**src/rtl/param_nx1_arb_mux.sv**
```systemverilog
`default_nettype none
// ============================================================================
// Module   : param_nx1_arb_mux
// Purpose  : Registered, parametrised N-to-1 word multiplexer with
//            valid/ready handshakes on every input channel and on the output.
//            This is the general form of the 4-bit 2x1 select mux that feeds
//            the adder-subtractor input stage.
//            Mode 0 : manual, the external Select picks the channel.
//            Mode 1 : round-robin, fair arbitration among valid channels.
// Revision : 1.0 - initial release
// ----------------------------------------------------------------------------
// Parameters
//   WIDTH     data word width in bits (>=1)
//   CHANNELS  number of input channels (>=2)
//   SEL_W     channel index width, derived as $clog2(CHANNELS)
// Ports
//   Clk        in   1               rising-edge clock
//   Reset      in   1               synchronous active-high reset
//   In_Data    in   CHANNELS*WIDTH  channel i at bits [i*WIDTH +: WIDTH]
//   In_Valid   in   CHANNELS        per-channel word valid
//   In_Ready   out  CHANNELS        per-channel accept (combinational)
//   In_Last    in   CHANNELS        end-of-packet flag (ARB_MUX_LOCK_EN only)
//   Mode       in   1               0 = manual Select, 1 = round-robin
//   Select     in   SEL_W           channel index used in manual mode
//   Out        out  WIDTH           registered output word
//   Out_Valid  out  1               Out holds an unconsumed word
//   Out_Ready  in   1               downstream accepts Out this cycle
//   Out_Chan   out  SEL_W           channel that supplied Out
// Configuration
//   ARB_MUX_LOCK_EN : when defined, adds In_Last and locks the round-robin
//                     grant to a channel until its packet ends.
// ============================================================================
module param_nx1_arb_mux #(
   parameter  int WIDTH    = 4,
   parameter  int CHANNELS = 2,
   localparam int SEL_W    = $clog2(CHANNELS)
) (
   input  logic                      Clk,
   input  logic                      Reset,
   input  logic [CHANNELS*WIDTH-1:0] In_Data,
   input  logic [CHANNELS-1:0]       In_Valid,
   output logic [CHANNELS-1:0]       In_Ready,
`ifdef ARB_MUX_LOCK_EN
   input  logic [CHANNELS-1:0]       In_Last,
`endif
   input  logic                      Mode,
   input  logic [SEL_W-1:0]          Select,
   output logic [WIDTH-1:0]          Out,
   output logic                      Out_Valid,
   input  logic                      Out_Ready,
   output logic [SEL_W-1:0]          Out_Chan
);

   // Channel count and last index expressed in index-arithmetic widths.
   // SEL_W+1 bits hold CHANNELS and any sum of two valid indices.
   localparam logic [SEL_W:0]   c_NUM_CH  = (SEL_W+1)'(CHANNELS);
   localparam logic [SEL_W-1:0] c_LAST_CH = SEL_W'(CHANNELS-1);

   // -------------------------------------------------------------------------
   // State
   // -------------------------------------------------------------------------
   logic [WIDTH-1:0]    out_q,       out_d;
   logic                out_valid_q, out_valid_d;
   logic [SEL_W-1:0]    chan_q,      chan_d;
   logic [SEL_W-1:0]    ptr_q,       ptr_d;

   // -------------------------------------------------------------------------
   // Combinational
   // -------------------------------------------------------------------------
   logic [WIDTH-1:0]    w_word [CHANNELS];
   logic                w_load_en;
   logic [CHANNELS-1:0] w_lock_mask;
   logic [CHANNELS-1:0] w_req;
   logic [CHANNELS-1:0] w_rot;
   logic [SEL_W:0]      w_sum;
   logic                w_any;
   logic [SEL_W-1:0]    w_idx;
   logic [CHANNELS-1:0] w_grant;
   logic [WIDTH-1:0]    w_data;
   logic                w_xfer;

   // Unpack the flat data bus into one word per channel.
   generate
      for (genvar gi = 0; gi < CHANNELS; gi++) begin : g_word
         assign w_word[gi] = In_Data[gi*WIDTH +: WIDTH];
      end
   endgenerate

   // The single output register may load when empty or when it is being
   // drained this very cycle, which gives full throughput.
   assign w_load_en = !out_valid_q || Out_Ready;

`ifdef ARB_MUX_LOCK_EN
   // -------------------------------------------------------------------------
   // Packet lock: after a non-final word from channel k transfers in
   // round-robin mode, only channel k may be granted until its last word.
   // -------------------------------------------------------------------------
   logic                lock_q,      lock_d;
   logic [SEL_W-1:0]    lock_chan_q, lock_chan_d;
   logic                w_last_sel;

   assign w_lock_mask = lock_q ? (CHANNELS'(1) << lock_chan_q) : '1;
   assign w_last_sel  = |(In_Last & w_grant);

   // Any cycle spent in manual mode drops the lock, so a mode change always
   // enters round-robin unlocked.
   always_comb begin
      lock_d      = lock_q;
      lock_chan_d = lock_chan_q;
      if (!Mode) begin
         lock_d = 1'b0;
      end else if (w_xfer) begin
         lock_d      = !w_last_sel;
         lock_chan_d = w_idx;
      end
   end

   always_ff @(posedge Clk) begin
      if (Reset) begin
         lock_q      <= 1'b0;
         lock_chan_q <= '0;
      end else begin
         lock_q      <= lock_d;
         lock_chan_q <= lock_chan_d;
      end
   end
`else
   assign w_lock_mask = '1;
`endif

   // -------------------------------------------------------------------------
   // Grant selection. Produces at most one winner (w_any / w_idx).
   // -------------------------------------------------------------------------
   always_comb begin
      w_req = '0;
      w_rot = '0;
      w_sum = '0;
      w_any = 1'b0;
      w_idx = '0;
      if (!Mode) begin
         // An out-of-range Select matches no channel, so nothing is granted.
         for (int i = 0; i < CHANNELS; i++) begin
            if (Select == SEL_W'(i) && In_Valid[i]) begin
               w_any = 1'b1;
               w_idx = Select;
            end
         end
      end else begin
         w_req = In_Valid & w_lock_mask;
         // Rotate right by the pointer so bit 0 is the highest-priority slot.
         w_rot = (w_req >> ptr_q) | (w_req << (c_NUM_CH - {1'b0, ptr_q}));
         // Descending scan: the lowest set offset is written last and wins.
         for (int off = CHANNELS - 1; off >= 0; off--) begin
            if (w_rot[off]) begin
               w_any = 1'b1;
               w_sum = {1'b0, ptr_q} + (SEL_W+1)'(off);
            end
         end
         if (w_sum >= c_NUM_CH) begin
            w_sum = w_sum - c_NUM_CH;
         end
         w_idx = w_sum[SEL_W-1:0];
      end
   end

   // One-hot grant vector and data selection from the winning index.
   always_comb begin
      w_grant = '0;
      w_data  = '0;
      for (int i = 0; i < CHANNELS; i++) begin
         if (w_any && w_idx == SEL_W'(i)) begin
            w_grant[i] = 1'b1;
            w_data     = w_word[i];
         end
      end
   end

   // Ready is suppressed during reset so no word is lost into a register
   // that is being cleared.
   assign In_Ready = (w_load_en && !Reset) ? w_grant : '0;
   assign w_xfer   = w_load_en && w_any && !Reset;

   // -------------------------------------------------------------------------
   // Output register and round-robin pointer next state.
   // -------------------------------------------------------------------------
   always_comb begin
      out_d       = out_q;
      out_valid_d = out_valid_q;
      chan_d      = chan_q;
      ptr_d       = ptr_q;
      if (w_load_en) begin
         // Draining without reload clears valid but keeps data and channel.
         out_valid_d = w_xfer;
         if (w_xfer) begin
            out_d  = w_data;
            chan_d = w_idx;
         end
      end
      // Manual transfers leave the pointer alone so switching back to
      // round-robin resumes where it left off.
      if (w_xfer && Mode) begin
         ptr_d = (w_idx == c_LAST_CH) ? '0 : w_idx + SEL_W'(1);
      end
   end

   always_ff @(posedge Clk) begin
      if (Reset) begin
         out_q       <= '0;
         out_valid_q <= 1'b0;
         chan_q      <= '0;
         ptr_q       <= '0;
      end else begin
         out_q       <= out_d;
         out_valid_q <= out_valid_d;
         chan_q      <= chan_d;
         ptr_q       <= ptr_d;
      end
   end

   assign Out       = out_q;
   assign Out_Valid = out_valid_q;
   assign Out_Chan  = chan_q;

endmodule
`default_nettype wire
```
**config.mk**
```make
export PLATFORM = sky130hd
export DESIGN_NAME = param_nx1_arb_mux
export DESIGN_NICKNAME = d
export VERILOG_FILES = /design/src/rtl/param_nx1_arb_mux.sv
export SDC_FILE = /design/constraint.sdc
export NUM_CORES = 1
export LEC_CHECK = 0
export CAP_MARGIN = 0
export CORE_AREA = 2 2 39 41
export CTS_BUF_LIST = sky130_fd_sc_hd__clkbuf_16
export CTS_CLUSTER_DIAMETER = 120
export DETAILED_ROUTE_END_ITERATION = 8
export DIE_AREA = 0 0 41 43
export DONT_BUFFER_PORTS = 1
export PLACE_DENSITY = 0.44
export SETUP_SLACK_MARGIN = 0.5
export SLEW_MARGIN = 20
export SYNTH_ARGS = -nofsm -noshare
export SYNTH_HDL_FRONTEND = slang
export SYNTH_SLANG_ARGS = --single-unit
```
**constraint.sdc**
```tcl
create_clock -name Clk -period 1.9 [get_ports Clk]
set_clock_uncertainty 0.2 [all_clocks]
set_input_delay 0.285 -clock Clk [delete_from_list [all_inputs] [get_ports Clk]]
set_output_delay 0.285 -clock Clk [all_outputs]
set_load 0.01 [all_outputs]
```
==> Word level (Yosys, flattened, before mapping) <==
Cells that the tools add are included.
{ "classes": {"addsub": 4, "order_cmp": 1, "shift": 2, "mux": 18, "bitwise_logic": 3, "reduce_logical": 12} }
{ "ops": {"columns": ["operator", "count"], "rows": [
  ["two-way mux 1 bit", 12],
  ["logical AND 1 bit", 8],
  ["two-way mux 2 bit", 4],
  ["two-way mux 4 bit", 2],
  ["adder 1 x 1 -> 2 bit (second input constant)", 1],
  ["greater-or-equal comparator 2 bit (second input constant)", 1],
  ["zero test 1 bit", 2],
  ["NOT 1 bit", 2],
  ["bitwise OR 2 bit", 1],
  ["AND reduction 2 bit", 1],
  ["<< shifter 2 x 2 -> 2 bit", 1],
  [">> shifter 2 x 1 -> 2 bit", 1],
  ["subtractor 2 x 1 -> 2 bit (first input constant)", 1],
  ["adder 1 bit (second input constant)", 1],
  ["logical OR 1 bit", 1],
  ["subtractor 1 bit (second input constant)", 1]
]} }
{ "totals": {"reg_bits": 7, "word_cells": 44} }

==> Depth between registers and ports, before layout <==
{ "logic_depth": {"depth_word": 13, "depth_mapped": 4} }

==> Least setup slack after synthesis <==
No wires, ideal clock.
{ "synth_timing": {"path_type": "register to output", "startpoint": "register out_valid_q, in the netlist Out_Valid", "endpoint": "output port In_Ready[0]", "t_arrival_ps": 1153, "t_required_ps": 1415, "path_slack_ps": 262, "path_stages_with_launch": 5, "n_path_buf": 0, "path_cell_list": "dfxtp_1 > nand2b_1 > nor2b_1 > nor3b_4 > and2b_2"} }
{ "synth_between": {"elab_chain_cells": 4} }
{ "synth_rtl": {"columns": ["element", "line", "source"], "rows": [
  ["from (decl)", "63", "logic out_valid_q, out_valid_d;"],
  ["from (signal assigned)", "214", "out_valid_q <= out_valid_d;"],
  ["zero test 1 bit", "91", "assign w_load_en = !out_valid_q || Out_Ready;"],
  ["logical OR 1 bit", "91", null],
  ["logical AND 1 bit", "180", "assign In_Ready = (w_load_en && !Reset) ? w_grant : '0;"],
  ["two-way mux 2 bit", "180", null],
  ["to (decl)", "42", "output logic [CHANNELS-1:0] In_Ready,"]
]} }
Every way passes these cells.

==> Final worst setup path <==
Ends and elaborated chain as after synthesis.

==> metrics <==
status=completed; crit path max fanout=2; number of CTS-inserted buffers=3; WP data arrival=about 1.2 ns; Final Hold Viols=0; synth warn=0; Root Driver=clkbuf_16; Max IR drop VDD=approximately 0.00044 V; Vias/cell=between 4 and 5; Final Cell Area=595.6 sq um; Clock Path Buffers=2; worst-margin pin slew=about 0.43 ns; number of max-cap violations=0; clock sink count=7; Clock Latency Late Sink=around 0.23 ns; ant diodes=0; area of the core=1384 sq um; Area growth syn-to-layout=57.62%; Pre-Repair DR Iteration Count=1; DRT iter0 DRCs=0; most common cell after layout, fill and taps aside=mux2i_1; most frequent cells in the layout=mux2i_1 (8), buf_4 (6), dfxtp_1 (5), nand2b_1 (5); Hold Crit Class=in -> reg; Die Y=approximately 43 um; CTS tree=done; RSZ-0062 raised after global routing=yes; FP Rows=14; Total Wirelength=around 900 um; CP Data Required Time=1.41 ns; Initial Util=0.2731; die width=41 um; Critical Path Start Type=register; clk slew on worst S/H paths=roughly 0.04 ns; post-synthesis net count=52; Seq cells post-synth=7; sequential area share after synthesis=0.3709; Setup Crit Path Kind=reg -> out; vias post-DR=around 330; largest net degree at the start of global routing=8; Post-Synthesis Cells=37; Routed Antenna Nets=0; Congestion Overflow GR=0; Pleak=about 0.25 nW; post-route clock period utilization=0.8680; fin. max-slew vios=0; TNS Setup=0 ns; initial antenna violation count=0; die area=1763 sq um; Post-Syn Area=377.9 sq um; I/O pins=23; Rel. slew slack=0.7137; Crit. End Element=output pin; share of cells above drive strength 1=0.4314; I/O Buffers=0; first-pass GRT wire length=approximately 1.4 mm; synthesized area per cell=just over 10 sq um; FMAX=about 610 MHz; vias in the first global route=about 360; synth unique cells=18; nets@finish=67; H-tree depth=1; endpoints failing setup=0; Fillers=around 140; WL/cell=approximately 13 um; Power per Cell Area=between 1000 and 1500 nW/um^2; gr usage total=0.1217; Placement Cell Area=around 420 sq um; Final min period=1.649 ns; DRC=0; Final Wtd Congestion=around 0.55
-- flip-flops by register name, indices dropped and copies added, names as in the netlist --
| register | count |
|---|---|
| Out_Valid | 1 |
| ptr_q | 1 |
| Out | 4 |
| Out_Chan | 1 |
-- cells by family after synthesis --
kind of cell,Yosys count,share of synthesized area
flip-flops,7,0.3708
buffers and inverters,1,0.009924
AO/OA/AOI/OAI,7,0.1457
multiplexers,8,0.2119
AND/OR/NAND/NOR,14,0.2616
-- stage by stage --
stage / util / power, W / setup slack (ns) / hold slack [ns] / std cells
finish: 0.4304 / 0.0006094 / 0.2508 / 0.03444 / 67
global route: 0.4304 / 0.0006334 / 0.1983 / 0.05118 / 67
CTS: 0.4168 / 0.0006109 / 0.2344 / 0.03409 / 65
detailed placement: 0.3047 / 0.0002397 / 0.3334 / 0.1540 / 55
global placement: 0.3047 / 0.0002361 / 0.3244 / 0.1541 / 55
floorplan: - / 0.0002245 / 0.3179 / 0.1495 / 37
-- final cells by class --
type / count / area (sq um) / area share
Clock buffer: 3 / 75.07 / 0.1261
Clock inverter: 1 / 3.754 / 0.006303
Inverter: 1 / 3.754 / 0.006303
Multi-Input combinational cell: 29 / 259.0 / 0.4349
Sequential cell: 7 / 145.1 / 0.2437
Tap cell: 16 / 20.02 / 0.03361
Timing Repair Buffer: 10 / 88.84 / 0.1492
-- worst max-delay path, cell delays in order (launching register included) --
cell and delay (ns):
dfxtp_4 0.35, nand2b_4 0.07, nor2b_4 0.13, nor3b_4 0.19, and2b_2 0.20
-- synthesized netlist by cell type --
library cell / number / area (sq um)
a21oi_1: 1 / 5.000
a31oi_1: 1 / 6.260
a31oi_2: 1 / 12.51
a41o_2: 1 / 11.26
and2_2: 1 / 7.510
and2b_2: 1 / 8.760
dfxtp_1: 7 / 140.1
inv_1: 1 / 3.750
mux2i_1: 8 / 80.08
nand2b_1: 6 / 37.54
nor2_1: 2 / 7.510
nor2b_1: 1 / 6.260
nor3_1: 1 / 5.000
nor3b_4: 1 / 18.77
o21a_1: 1 / 7.510
o21ai_1: 1 / 5.000
o21bai_1: 1 / 7.510
or2b_1: 1 / 7.510
-- power breakdown --
| group | switching [W] | total (W) | internal (W) | leakage [nW] |
|---|---|---|---|---|
| combinational | 0.0000304 | 0.0000818 | 0.0000514 | 0.152 |
| sequential | 0.0000164 | 0.000179 | 0.000163 | 0.0589 |
| clock | 0.0000753 | 0.000349 | 0.000273 | 0.0423 |
-- what timing repair did --
action,in CTS,in global routing
endpoints found under the setup margin,7,6
hold endpoints to repair,2,0
setup buffers,5,2
gates resized for setup,8,1
hold buffers,1,0
pin swaps,1,1
-- routing by layer --
layer	share of wire	GRT usage
met1	0.40	0.1392
met2	0.50	0.1906
met3	0.087	0.02618
met4	0.016	0.08000
met5	0	0
-- worst paths after layout --
kind / startpoint / end / slack, ns / cells after the start
min: Reset / Out_Chan$_SDFFE_PP0P_ / 0.03 / 2
max reg2reg: Out_Valid$_SDFFE_PP0N_ / Out[2]$_SDFFE_PP0P_ / 0.44 / 6
min reg2reg: Out_Chan$_SDFFE_PP0P_ / Out_Chan$_SDFFE_PP0P_ / 0.31 / 2
max: Out_Valid$_SDFFE_PP0N_ / In_Ready[0] / 0.25 / 4
No activity file was read; power rests on OpenSTA's default activity.
